<file path="src/rtl/t06_game_state_ctrl.sv">
`default_nettype none
// ============================================================================
// Module      : t06_game_state_ctrl
// Description : Game-flow controller. It detects button edges internally and
//               tracks lives, score and a win condition. It also times the
//               respawn period and, optionally, an automatic return from
//               GAMEOVER/WIN to IDLE.
//               It sits between the input-sync/collision logic and the
//               display/scoring blocks.
// Revision    : 1.0 - initial release
// ----------------------------------------------------------------------------
// Ports
//   clk           in   1        system clock, rising edge
//   nrst          in   1        asynchronous active-low reset
//   button        in   1        synchronised level: start/pause/resume/ack
//   badCollision  in   1        one-cycle pulse, fatal hit
//   goodCollision in   1        one-cycle pulse, item collected (+1 score)
//   state         out  3        0 IDLE,1 RUN,2 PAUSE,3 RESPAWN,4 GAMEOVER,5 WIN
//   lives         out  LIVES_W  remaining lives
//   score         out  SCORE_W  current score
//   new_game      out  1        one-cycle pulse on IDLE->RUN
//   life_lost     out  1        one-cycle pulse on every accepted badCollision
// ============================================================================
module t06_game_state_ctrl #(
    parameter int LIVES          = 3,
    parameter int LIVES_W        = 2,
    parameter int SCORE_W        = 8,
    parameter int WIN_SCORE      = 50,
    parameter int RESPAWN_CYCLES = 16,
    parameter int HOLD_CYCLES    = 0
) (
    input  logic               clk,
    input  logic               nrst,
    input  logic               button,
    input  logic               badCollision,
    input  logic               goodCollision,
    output logic [2:0]         state,
    output logic [LIVES_W-1:0] lives,
    output logic [SCORE_W-1:0] score,
    output logic               new_game,
    output logic               life_lost
);

    // Timer is sized for the longest countdown it has to hold. It is at least
    // one bit wide so that the register never collapses to zero width.
    localparam int c_tmax_rh = (RESPAWN_CYCLES > HOLD_CYCLES) ? RESPAWN_CYCLES : HOLD_CYCLES;
    localparam int c_tmax    = (c_tmax_rh > 2) ? c_tmax_rh : 2;
    localparam int c_timer_w = $clog2(c_tmax);

    // Countdown loads are "cycles - 1": the state exits on the edge where the
    // timer is already zero, giving exactly N cycles of residency.
    localparam logic [c_timer_w-1:0] c_respawn_load = c_timer_w'(RESPAWN_CYCLES - 1);
    localparam logic [c_timer_w-1:0] c_hold_load    =
        (HOLD_CYCLES == 0) ? '0 : c_timer_w'(HOLD_CYCLES - 1);
    localparam logic [LIVES_W-1:0]   c_lives_init   = LIVES_W'(LIVES);
    localparam logic [SCORE_W-1:0]   c_win_score    = SCORE_W'(WIN_SCORE);
    localparam logic                 c_hold_en      = (HOLD_CYCLES != 0);

    typedef enum logic [2:0] {
        ST_IDLE     = 3'd0,
        ST_RUN      = 3'd1,
        ST_PAUSE    = 3'd2,
        ST_RESPAWN  = 3'd3,
        ST_GAMEOVER = 3'd4,
        ST_WIN      = 3'd5
    } state_t;

    state_t               state_q,     state_d;
    logic [LIVES_W-1:0]   lives_q,     lives_d;
    logic [SCORE_W-1:0]   score_q,     score_d;
    logic [c_timer_w-1:0] timer_q,     timer_d;
    logic                 new_game_q,  new_game_d;
    logic                 life_lost_q, life_lost_d;
    logic                 btn_q,       btn_d;

    logic                 w_press;
    logic [SCORE_W-1:0]   w_score_inc;
    logic                 w_timer_zero;

    // Rising edge of the button level. btn_q resets high so a button held
    // through reset is not mistaken for a press.
    assign w_press      = button & ~btn_q;
    assign w_score_inc  = score_q + SCORE_W'(1);
    assign w_timer_zero = (timer_q == '0);

    always_comb begin
        state_d     = state_q;
        lives_d     = lives_q;
        score_d     = score_q;
        timer_d     = timer_q;
        new_game_d  = 1'b0;
        life_lost_d = 1'b0;
        btn_d       = button;

        case (state_q)
            ST_IDLE: begin
                timer_d = '0;
                if (w_press) begin
                    state_d    = ST_RUN;
                    lives_d    = c_lives_init;
                    score_d    = '0;
                    new_game_d = 1'b1;
                end
            end

            ST_RUN: begin
                timer_d = '0;
                // One event per cycle: a fatal hit masks a simultaneous
                // pickup, and both mask the button.
                if (badCollision) begin
                    life_lost_d = 1'b1;
                    lives_d     = lives_q - LIVES_W'(1);
                    if (lives_q == LIVES_W'(1)) begin
                        state_d = ST_GAMEOVER;
                        timer_d = c_hold_load;
                    end else begin
                        state_d = ST_RESPAWN;
                        timer_d = c_respawn_load;
                    end
                end else if (goodCollision) begin
                    score_d = w_score_inc;
                    // Leaving RUN at WIN_SCORE is what keeps score from ever
                    // wrapping.
                    if (w_score_inc == c_win_score) begin
                        state_d = ST_WIN;
                        timer_d = c_hold_load;
                    end
                end else if (w_press) begin
                    state_d = ST_PAUSE;
                end
            end

            ST_PAUSE: begin
                timer_d = '0;
                if (w_press) begin
                    state_d = ST_RUN;
                end
            end

            ST_RESPAWN: begin
                if (w_timer_zero) begin
                    state_d = ST_RUN;
                end else begin
                    timer_d = timer_q - c_timer_w'(1);
                end
            end

            ST_GAMEOVER, ST_WIN: begin
                // Press and hold expiry in the same cycle both lead to IDLE,
                // so they collapse into a single transition.
                if (w_press || (c_hold_en && w_timer_zero)) begin
                    state_d = ST_IDLE;
                    timer_d = '0;
                end else if (c_hold_en) begin
                    timer_d = timer_q - c_timer_w'(1);
                end
            end

            default: begin
                // Encodings 6 and 7 are unreachable in normal operation.
                // Recover to IDLE.
                state_d = ST_IDLE;
                timer_d = '0;
            end
        endcase
    end

    always_ff @(posedge clk or negedge nrst) begin
        if (!nrst) begin
            state_q     <= ST_IDLE;
            lives_q     <= c_lives_init;
            score_q     <= '0;
            timer_q     <= '0;
            new_game_q  <= 1'b0;
            life_lost_q <= 1'b0;
            btn_q       <= 1'b1;
        end else begin
            state_q     <= state_d;
            lives_q     <= lives_d;
            score_q     <= score_d;
            timer_q     <= timer_d;
            new_game_q  <= new_game_d;
            life_lost_q <= life_lost_d;
            btn_q       <= btn_d;
        end
    end

    assign state     = state_q;
    assign lives     = lives_q;
    assign score     = score_q;
    assign new_game  = new_game_q;
    assign life_lost = life_lost_q;

endmodule
`default_nettype wire

</file>
<file path="config.mk">
export PLATFORM = sky130hd
export DESIGN_NAME = t06_game_state_ctrl
export DESIGN_NICKNAME = d
export VERILOG_FILES = /design/src/rtl/t06_game_state_ctrl.sv
export SDC_FILE = /design/constraint.sdc
export NUM_CORES = 1
export LEC_CHECK = 0
export ABC_CLOCK_PERIOD_IN_PS = 2000
export BUFFER_PORTS_ARGS = -buffer_cell sky130_fd_sc_hd__buf_2
export CAP_MARGIN = 5
export CORE_MARGIN = 8
export CORE_UTILIZATION = 40
export CTS_BUF_LIST = sky130_fd_sc_hd__clkbuf_4 sky130_fd_sc_hd__clkbuf_8
export CTS_CLUSTER_SIZE = 24
export DETAILED_ROUTE_END_ITERATION = 10
export PLACE_DENSITY = 0.7
export SLEW_MARGIN = 10
export SYNTH_ARGS = -nofsm -noshare
export SYNTH_HDL_FRONTEND = slang
export SYNTH_SLANG_ARGS = --single-unit
export TNS_END_PERCENT = 10
</file>
<file path="constraint.sdc">
create_clock -name clk -period 2 [get_ports clk]
set_input_delay 0.4 -clock clk [delete_from_list [all_inputs] [get_ports clk]]
set_output_delay 0.4 -clock clk [all_outputs]
set_load 0.03 [all_outputs]
</file>
==> Word-level counts from Yosys, hierarchy flattened <==
Cells that the tools add are included.
{ "word_totals": {"register_bits": 20, "inputBits": 5, "out_inout_bits": 15, "word_cells": 63} }
{ "classes": {"n_addsub": 3, "eq_ne": 17, "n_mux": 25, "bitwise_logic": 2, "n_reduce_logical": 9} }
{ "op_table": {"columns": ["operator", "count"], "rows": [
  ["$mux W3", 8],
  ["$mux W8", 3],
  ["$mux W4", 4],
  ["$pmux W8 S2", 1],
  ["$ne A2 B2 Y1 const B", 7],
  ["$pmux W3 S4", 1],
  ["$pmux W4 S3", 1],
  ["$add A8 B1 Y8 const B", 1],
  ["$eq A8 B6 Y1 const B", 1],
  ["$ne A4 B4 Y1 const B", 2],
  ["$eq A3 B2 Y1 const B", 2],
  ["$eq A3 B3 Y1 const B", 2],
  ["$reduce_and A5 Y1", 1],
  ["$logic_not A4 Y1", 1],
  ["$mux W1", 4],
  ["$mux W2", 2],
  ["$pmux W2 S2", 1],
  ["$reduce_and A4 Y1", 1],
  ["$reduce_or A2 Y1", 2],
  ["$sub A4 B1 Y4 const B", 1],
  ["$eq A3 B1 Y1 const B", 1],
  ["$logic_not A3 Y1", 1],
  ["$reduce_and A3 Y1", 1],
  ["$eq A2 B1 Y1 const B", 1],
  ["other kinds (6)", 6]
]} }

==> Logic depth before layout (Yosys ltp) <==
Gate-level depths: netlist of run 1.
{ "depth": {"depth_word": 6, "depth_mapped": 6, "depth_no_buf": 6} }

==> Worst setup path after synthesis of run 1 <==
OpenSTA, ideal clock, no wires.
{ "synth_path": {"kind": "register to register", "start": "register timer_q[0]", "end": "register state_q[1], in the netlist state[1]", "arrival_ns": 1.750, "slack_ns": 0.125, "stages_incl_launch_ff": 7, "synth_period_minus_slack_ns": 1.875, "cell_sequence": "dfrtp_1 > inv_1 > ha_1 > or3b_2 > nor2b_1 > nor3_1 > mux2_2"} }
{ "synth_via": {"elab_chain_len": 3} }
{ "synth_lines": {"columns": ["item", "line_no", "text"], "rows": [
  ["start: declaration", "71", "logic [c_timer_w-1:0] timer_q, timer_d;"],
  ["start signal: assignment", "181", "timer_q <= timer_d;"],
  ["$logic_not A4 Y1", "84", "assign w_timer_zero = (timer_q == '0);"],
  ["$ne A2 B2 Y1 (no line)", null, null],
  ["$reduce_and A5 Y1 (no line)", null, null],
  ["end signal: assignment", "178", "state_q <= state_d;"],
  ["end: declaration", "68", "state_t state_q, state_d;"]
]} }
Every way passes these cells.
A chain may end at the register's enable or synchronous reset.

==> Worst setup path in the final report of run 1 <==
Same ends and word-level chain as after synthesis.

==> results of run 1 <==
-- worst max-delay path by stage --
stage	from	endpoint	slack, ns
detailed placement	timer_q[0]	state[1]	0.04
CTS	timer_q[0]	state[1]	0.03
finish	timer_q[0]	state[1]	0.10
floorplan	timer_q[0]	state[1]	0.13
global route	timer_q[0]	state[1]	0.03
global placement	timer_q[0]	state[1]	0.14
-- routing by layer --
| metal | wire length (um) | vias up | global-route usage, % |
|---|---|---|---|
| li1 | - | 486 | - |
| met1 | 1220 | 482 | 12.5 |
| met2 | 1200 | 19 | 17.4 |
| met3 | 88 | 7 | 2.29 |
| met4 | 77 | 0 | 6.25 |
| met5 | 0 | - | 0 |
-- state kept, by name, indices dropped and copies added, names as in the netlist --
name and count:
score 8, timer_q 4, state 3, lives 2
btn_q 1, life_lost 1, new_game 1
-- cells by family after synthesis --
logic type	after synthesis	share of synthesized area, %
simple gates	50	24.2
compound gates	29	15.2
flops	20	43.7
fa+ha+maj	5	5.42
buf+inv	13	5.10
mux	2	1.84
xor+xnor	6	4.56
-- Yosys cell counts, types with 4 or more instances --
| cell | n | area (sq um) |
|---|---|---|
| nand2_1 | 10 | 37.5 |
| xor2_1 | 5 | 43.8 |
| ha_1 | 5 | 62.6 |
| nor2b_1 | 4 | 25.0 |
| nor3_1 | 9 | 45.0 |
| o21ai_0 | 13 | 65.1 |
| a21oi_1 | 7 | 35.0 |
| dfrtp_1 | 17 | 425 |
| nor2_1 | 6 | 22.5 |
| inv_1 | 9 | 33.8 |
| nand3_1 | 4 | 20.0 |
-- report_power, final --
part	switching [mW]	internal, mW
Combinational	0.593	0.422
Clock	0.129	0.111
Sequential	0.121	0.541
-- cell type report --
class / instances / area (sq um) / share of cell area (%)
flip-flops and latches: 20 / 504 / 37.8
well taps: 31 / 38.8 / 2.91
clock buffers: 4 / 36.3 / 2.72
repair buffers: 23 / 125 / 9.38
inverters: 9 / 33.8 / 2.53
multi-input cells: 92 / 596 / 44.7
-- what timing repair did --
action,in CTS,in global routing
setup endpoints to repair,0,2
resized for setup,0,1
hold buffers,0,0
buffers inserted,0,0
==> flow_summary_export.csv, run 1 <==
group,metric,value,unit
outcome,status,"completed",
route,drt_iter0_markers,54,
cells_and_area,final_common_cell,"buf_2",
die,die_y,69.7,um
flow_run,drv_cap,0,
synth,synth_seq_cells,20,
synth,syn_inst,125,
route,drc,0,
synth,synth.avg_cell_area,9.23,sq um
critical_path,path_class,"reg -> reg",
power_and_ir_drop,ir_drop,0.853,mV
synth,ys_async_sr_fraction,100,%
place,place_hpwl,1.98,mm
cells_and_area,final_cells,179,
place,io_buffers,19,
cells_and_area,fin_nets,159,
synth,synth.yosys.seq_area_share,43.7,%
clock_tree,cts_tree,"done",
cells_and_area,n_fill_cell,266,
route,drtPass1Iterations,6,
clock_tree,numCtsBuffers,3,
critical_path,crit_slowest_cell,"or3b_2",
cells_and_area,synthToLayoutAreaGrowth,15.6,%
power_and_ir_drop,p_per_area,1440,mW/mm^2
timing,worst_slack,0.103,ns
clock_tree,cts_sinks,20,
clock_tree,cts_buffer_depth,2,
clock_tree,clk_pin_slew,0.12,ns
critical_path,crit_cells,6,
synth,synth_ff_type,"dfrtp_1",
critical_path,path_max_fanout,3,
route,drt_wl_total,2.58,mm
timing,skew,0.00142,ns
critical_path,r2r-end,"state[1]",
die,initial_core_util,41.8,%
timing,finalCritPeriodShare,94.9,%
synth,netlist_area,0.00115,sq mm
place,place.gp.congestion,0.840,
critical_path,cpPeakStageDelay,0.45,ns
cells_and_area,diodes,0,
place,dp.cells,175,
cells_and_area,fin_area,0.00133,sq mm
timing,rsz0062_at_grt,"no",
timing,fin_crit,1.90,ns
critical_path,worstSetupStartpointType,"flip-flop",
route,vias_per_cell,5.55,
grt,antenna_found_initial,0,
die,ioPinCount,20,
grt,grt_max_degree,21,
clock_tree,clockRootBuffer,"clkbuf_4",
die,num_rows,19,
clock_tree,cts_max_level,1,
critical_path,arrival,2.10,ns
timing,maxSlewViolCount,0,
die,dieWidth,69.7,um
grt,grt_pass1_vias,976,
cells_and_area,final_util,48.4,%
timing,setup-violations-final,0,
synth,syn_nets,135,
grt,overflow,0,
place,place_area,0.00129,sq mm
cells_and_area,drive_above_1_share,25.0,%
timing,hold_viol,0,
synth,synth.distinct_cells,37,
critical_path,r2r_cells,6,
route,postRouteAntennaNets,0,
synth,synth_edf_count,0,
timing,tns,0,ns
timing,tightest_slew,0.676,ns
die,die_area,0.00486,sq mm
grt,grt_pass1_wl,4.36,mm
critical_path,endpoint_kind,"flip-flop",
die,core_area,0.00276,sq mm
power_and_ir_drop,power.total,1.92,mW
synth,yosysWarnings,0,
critical_path,critical_path.cell_chain,"inv_1 -> ha_1 -> or3b_2 -> nor2b_1 -> nor3_2 -> mux2_2",
critical_path,cp.required,2.20,ns
critical_path,r2r_slack,0.10,ns
route,vias,994,
grt,track_usage,10.7,%
worst_hold_path,hp-class,"in -> async",
timing,slew_headroom,54.9,%
power_and_ir_drop,p_leak,0.642,nW
critical_path,reg2reg_from,"timer_q[0]",
cells_and_area,final_cell_mix,"buf_2, dfrtp_1, o21ai_0",
place,dp_slack,0.0448,ns
timing,max_freq,527,MHz
critical_path,path_delay_family,"simple AND/OR/NAND/NOR gates",
clock_tree,worstSkewPairLatency,0.30,ns
timing,holdWs,0.0172,ns
route,post_drt_wl_per_cell,14.4,um
critical_path,critPathBufInv,1,
Power figures use the tool's default switching activity.
==> run 2: changes to the inputs <==
Settings changed: SETUP_SLACK_MARGIN set to 0.2.
==> run 2 against run 1 <==
  * Maximum frequency is 6.2% higher
  * Flip-flop and latch count unchanged
  * Combinational power grew 6%
  * Critical endpoint is now state[2]
  * Critical path depth down 2
  * Largest cell class unchanged
  * Critical path type unchanged
  * Core utilization rose by 0.68 points
  * Worst setup slack better by 0.11 ns
  * Highest routed layer unchanged
  * Die area did not move
  * Largest power group unchanged
==> flow_summary_export.csv, run 2 (synthesis gave the netlist of run 1 again) <==
group,metric,value,unit
outcome,status,"completed",
critical_path,reg2reg_from,"lives[0]",
route,drt_iter0_markers,69,
cells_and_area,final_common_cell,"buf_2",
clock_tree,hold_buffers,0,
timing,tns,0,ns
timing,hold_viol,0,
critical_path,cpPeakStageDelay,0.57,ns
place,dp.cells,173,
timing,max_freq,560,MHz
critical_path,endpoint_kind,"flip-flop",
place,place_hpwl,1.96,mm
place,dp_slack,0.0987,ns
route,drc,0,
critical_path,arrival,2.00,ns
cells_and_area,diodes,0,
timing,finalCritPeriodShare,89.3,%
grt,overflow,0,
cells_and_area,final_util,49.0,%
grt,antenna_found_initial,0,
critical_path,critPathLaunch,"lives[0]",
die,die_area,0.00486,sq mm
flow_run,drv_cap,0,
grt,grt_pass1_vias,998,
power_and_ir_drop,p_per_area,1470,mW/mm^2
place,io_buffers,19,
clock_tree,cts_sinks,20,
critical_path,path_class,"reg -> reg",
timing,setup-violations-final,0,
route,post_drt_wl_per_cell,15.1,um
grt,track_usage,11.5,%
critical_path,crit_cells,4,
die,ioPinCount,20,
critical_path,endpoint,"state[2]",
timing,maxSlewViolCount,0,
timing,fin_crit,1.79,ns
timing,skew,0.00695,ns
route,drt_wl_total,2.71,mm
clock_tree,numCtsBuffers,3,
worst_hold_path,hp-class,"in -> async",
cells_and_area,fin_nets,159,
die,core_area,0.00276,sq mm
clock_tree,cts_tree,"done",
cells_and_area,final_cell_mix,"buf_2, dfrtp_1, o21ai_0",
die,dieWidth,69.7,um
route,drtPass1Iterations,4,
critical_path,cp.required,2.22,ns
die,die_y,69.7,um
cells_and_area,n_fill_cell,264,
place,place.gp.congestion,0.820,
critical_path,r2r_cells,4,
cells_and_area,synthToLayoutAreaGrowth,17.2,%
power_and_ir_drop,p_leak,0.650,nW
die,num_rows,19,
clock_tree,clockRootBuffer,"clkbuf_4",
critical_path,r2r_slack,0.21,ns
route,postRouteAntennaNets,0,
route,vias,989,
critical_path,path_delay_family,"flip-flops",
critical_path,path_max_fanout,4,
cells_and_area,fin_area,0.00135,sq mm
cells_and_area,largest_register_ffs,8,
critical_path,critical_path.cell_chain,"ha_1 -> a21oi_1 -> or4_1 -> o31ai_1",
critical_path,critPathBufInv,0,
clock_tree,clk_pin_slew,0.12,ns
clock_tree,cts_buffer_depth,2,
route,vias_per_cell,5.53,
critical_path,crit_slowest_cell,"dfstp_2",
power_and_ir_drop,ir_drop,1.14,mV
clock_tree,cts_max_level,1,
critical_path,r2r-end,"state[2]",
timing,worst_slack,0.213,ns
timing,tightest_slew,0.641,ns
timing,slew_headroom,57.3,%
cells_and_area,drive_above_1_share,28.4,%
critical_path,worstSetupStartpointType,"flip-flop",
cells_and_area,final_cells,179,
timing,rsz0062_at_grt,"yes",
grt,grt_max_degree,21,
place,place_area,0.00128,sq mm
clock_tree,worstSkewPairLatency,0.30,ns
grt,grt_pass1_wl,4.77,mm
die,initial_core_util,41.8,%
## run 2: cell counts in the layout (fill, tap and decap cells not counted)
Identical to the previous run, type by type.
## run 2: how the worst min path moves through the flow
stage	start	endpoint	slack (ns)	cells after the start
floorplan	nrst	life_lost	0.10	0
global placement	nrst	life_lost	0.37	1
finish	nrst	score[6]	0.03	1
detailed placement	nrst	life_lost	0.37	1
CTS	nrst	score[2]	0.03	1
global route	nrst	score[2]	0.05	1
## run 2: report_power, final
group	switching, mW	internal (mW)	leakage, nW
registers	0.133	0.541	0.257
logic	0.618	0.454	0.372
clock network	0.127	0.111	0.0210
total	0.878	1.11	0.650
## run 2: cell type report
cell class | instances | area, sq um | share of cell area, %
sequential | 20 | 504 | 37.3
multi-input combinational | 92 | 614 | 45.4
tap | 31 | 38.8 | 2.87
inverter | 9 | 33.8 | 2.50
timing repair buffer | 23 | 125 | 9.25
clock buffer | 4 | 36.3 | 2.68
## run 2: metrics by stage
stage / total power, mW / hold WS (ns)
after floorplan: 1.39 / 0.104
after global placement: 1.61 / 0.370
after detailed placement: 1.65 / 0.372
after CTS: 1.96 / 0.0299
after global routing: 2.15 / 0.0478
final: 1.98 / 0.0251
## run 2: timing repair
item / 4_1_cts / 5_1_grt
buffers inserted: 2 / 0
pin swaps: 1 / 1
resized for setup: 5 / 3
endpoints found under the setup margin: 2 / 10
cloned: 0 / 0
## run 2: routing by layer
layer / global-route usage (%) / vias up / routed length (um)
li1: - / 486 / -
met1: 14.2 / 470 / 1250
met2: 18.4 / 31 / 1290
met3: 4.15 / 2 / 153
met4: 3.13 / 0 / 21
met5: 0 / - / 0
==> run 3: changes to the inputs <==
Settings changed: CORE_UTILIZATION 40 to 31, PLACE_DENSITY 0.7 to 0.58.
==> run 3 against run 2 <==
  * Cell area up 3.0%
  * Clock skew down 0.0047 ns
  * Sequential share of layout area down 1.1 points
  * Critical path depth up 2
  * Highest routed layer unchanged
  * Critical path type unchanged
  * Clock power up 19%
  * Non-clock buffer count up 1
  * Flip-flop and latch count unchanged
  * First-iteration DRC count down 54%
  * Largest cell class unchanged
  * Via count down 2.5%
==> flow_summary_export.csv, run 3 (synthesis gave the netlist of run 1 again) <==
group,metric,value,unit
flow_run,drv_cap,0,
grt,grt_pass1_vias,1014,
place,place.gp.congestion,0.750,
cells_and_area,fin_nets,160,
route,vias,964,
route,postRouteAntennaNets,0,
power_and_ir_drop,p_leak,0.658,nW
clock_tree,worstSkewPairLatency,0.25,ns
critical_path,critPathBufInv,1,
timing,finalCritPeriodShare,89.8,%
grt,antenna_found_initial,0,
critical_path,cpPeakStageDelay,0.41,ns
grt,grt_pass1_wl,4.67,mm
die,die_area,0.00593,sq mm
clock_tree,cts_max_level,1,
critical_path,path_class,"reg -> reg",
clock_tree,clockRootBuffer,"clkbuf_8",
grt,gr-usage-met2,15.4,%
timing,rsz0062_at_grt,"yes",
critical_path,path_delay_family,"simple AND/OR/NAND/NOR gates",
power_and_ir_drop,p_sw,845,uW
power_and_ir_drop,intPower,1.15,mW
die,dieWidth,77,um
clock_tree,cts_sinks,20,
timing,setup-violations-final,0,
cells_and_area,final_common_cell,"buf_2",
timing,slew_headroom,54.5,%
grt,busiest_layer,"met2",
die,initial_core_util,31.7,%
die,die_y,77,um
cells_and_area,diodes,0,
critical_path,worstSetupStartpointType,"flip-flop",
timing,max_freq,557,MHz
power_and_ir_drop,p_per_area,1430,mW/mm^2
timing,worst_slack,0.204,ns
timing,hold_viol,0,
die,core_area,0.00363,sq mm
grt,grt_max_degree,21,
route,drtPass1Iterations,4,
power_and_ir_drop,swShare,42.4,%
critical_path,cp.required,2.14,ns
timing,fin_crit,1.80,ns
outcome,status,"completed",
clock_tree,cts_tree,"done",
power_and_ir_drop,p_seq_share,33.9,%
clock_tree,numCtsBuffers,3,
place,place_hpwl,1.93,mm
route,vias_per_cell,4.89,
place,io_buffers,19,
grt,overflow,0,
power_and_ir_drop,pwr-share-clk,14.2,%
die,num_rows,22,
cells_and_area,n_fill_cell,394,
worst_hold_path,hp-class,"in -> async",
cells_and_area,final_util,38.3,%
grt,grtUsageMet1,11.4,%
power_and_ir_drop,ir_drop,0.496,mV
critical_path,crit_slowest_cell,"dfrtp_1",
timing,maxSlewViolCount,0,
power_and_ir_drop,power.total,1.99,mW
power_and_ir_drop,combPwrFrac,51.9,%
route,post_drt_wl_per_cell,13.1,um
clock_tree,cts_buffer_depth,2,
critical_path,path_max_fanout,3,
cells_and_area,final_cell_mix,"buf_2, dfrtp_1, o21ai_0",
route,drt_iter0_markers,32,
timing,tightest_slew,0.683,ns
critical_path,critical_path.cell_chain,"inv_2 -> ha_1 -> or3b_4 -> nor2b_2 -> nor3_2 -> mux2_4",
route,drt_wl_total,2.58,mm
clock_tree,clk_pin_slew,0.07,ns
grt,track_usage,9.26,%
route,drc,0,
timing,tns,0,ns
grt,grt_use_met3,3.03,%
die,ioPinCount,20,
place,dp_slack,0.0841,ns
critical_path,arrival,1.94,ns
cells_and_area,largest_register_ffs,8,
cells_and_area,synthToLayoutAreaGrowth,20.7,%
cells_and_area,drive_above_1_share,28.2,%
critical_path,endpoint_kind,"flip-flop",
timing,skew,0.00226,ns
timing,holdWs,0.0887,ns
run 3: cell types whose count changed in the layout (fill, tap and decap cells not counted), sizes merged:
cell  before  now
buf       23   24
run 3: layer usage:
| metal | vias up | routed length [um] | part of all wire (%) |
|---|---|---|---|
| met3 | 2 | 120 | 4.6 |
| li1 | 487 | - | - |
| met5 | - | 0 | 0 |
| met2 | 21 | 1220 | 47 |
| met4 | 0 | 14 | 0.54 |
| met1 | 454 | 1230 | 48 |
run 3: path summary, 6_finish.rpt:
| path | to | slack, ns | depth (start not counted) | startpoint |
|---|---|---|---|---|
| worst min register to register | lives[0] | 0.55 | 1 | lives[0] |
| min in group clk | btn_q | 0.26 | 1 | button |
| worst max-delay path | state[1] | 0.20 | 6 | timer_q[0] |
| worst min-delay path | new_game | 0.09 | 1 | nrst |
| max in group asynchronous | lives[0] | 1.57 | 1 | nrst |
| worst max register to register | state[1] | 0.20 | 6 | timer_q[0] |
run 3: final cells by class:
cell class | count | area (sq um) | share of cell area, %
multi-input combinational | 92 | 613 | 44.0
clock buffer | 4 | 48.8 | 3.50
timing repair buffer | 24 | 133 | 9.52
inverter | 9 | 33.8 | 2.43
sequential | 20 | 504 | 36.2
tap | 48 | 60.1 | 4.31
run 3: what timing repair did:
| item | 4_1_cts | 5_1_grt |
|---|---|---|
| pin swaps | 1 | 0 |
| buffers inserted | 2 | 0 |
| setup endpoints to repair | 1 | 7 |
| hold buffers | 0 | 0 |
| resized for setup | 4 | 2 |
run 3: power by group through the flow:
stage	Combinational (mW)	Sequential [mW]	Clock, mW
6_report	1.03	0.676	0.283
2_1_floorplan	0.573	0.815	0
3_3_place_gp	0.960	0.665	0
5_1_grt	1.15	0.703	0.308
3_5_place_dp	0.982	0.677	0
4_1_cts	1.05	0.672	0.297
run 3: metrics by stage:
| step | instance area [sq um] | instances |
|---|---|---|
| 6_report | 1390 | 197 |
| 3_3_place_gp | 1310 | 191 |
| 2_1_floorplan | 1160 | 125 |
| 3_5_place_dp | 1310 | 191 |
| 4_1_cts | 1380 | 197 |
| 5_1_grt | 1390 | 197 |
run 3: worst register-to-register path, stage by stage, from the launching register on:
cell     delay (ns)
dfrtp_1        0.41
inv_2          0.07
ha_1           0.13
or3b_4         0.37
nor2b_2        0.16
nor3_2         0.22
mux2_4         0.32
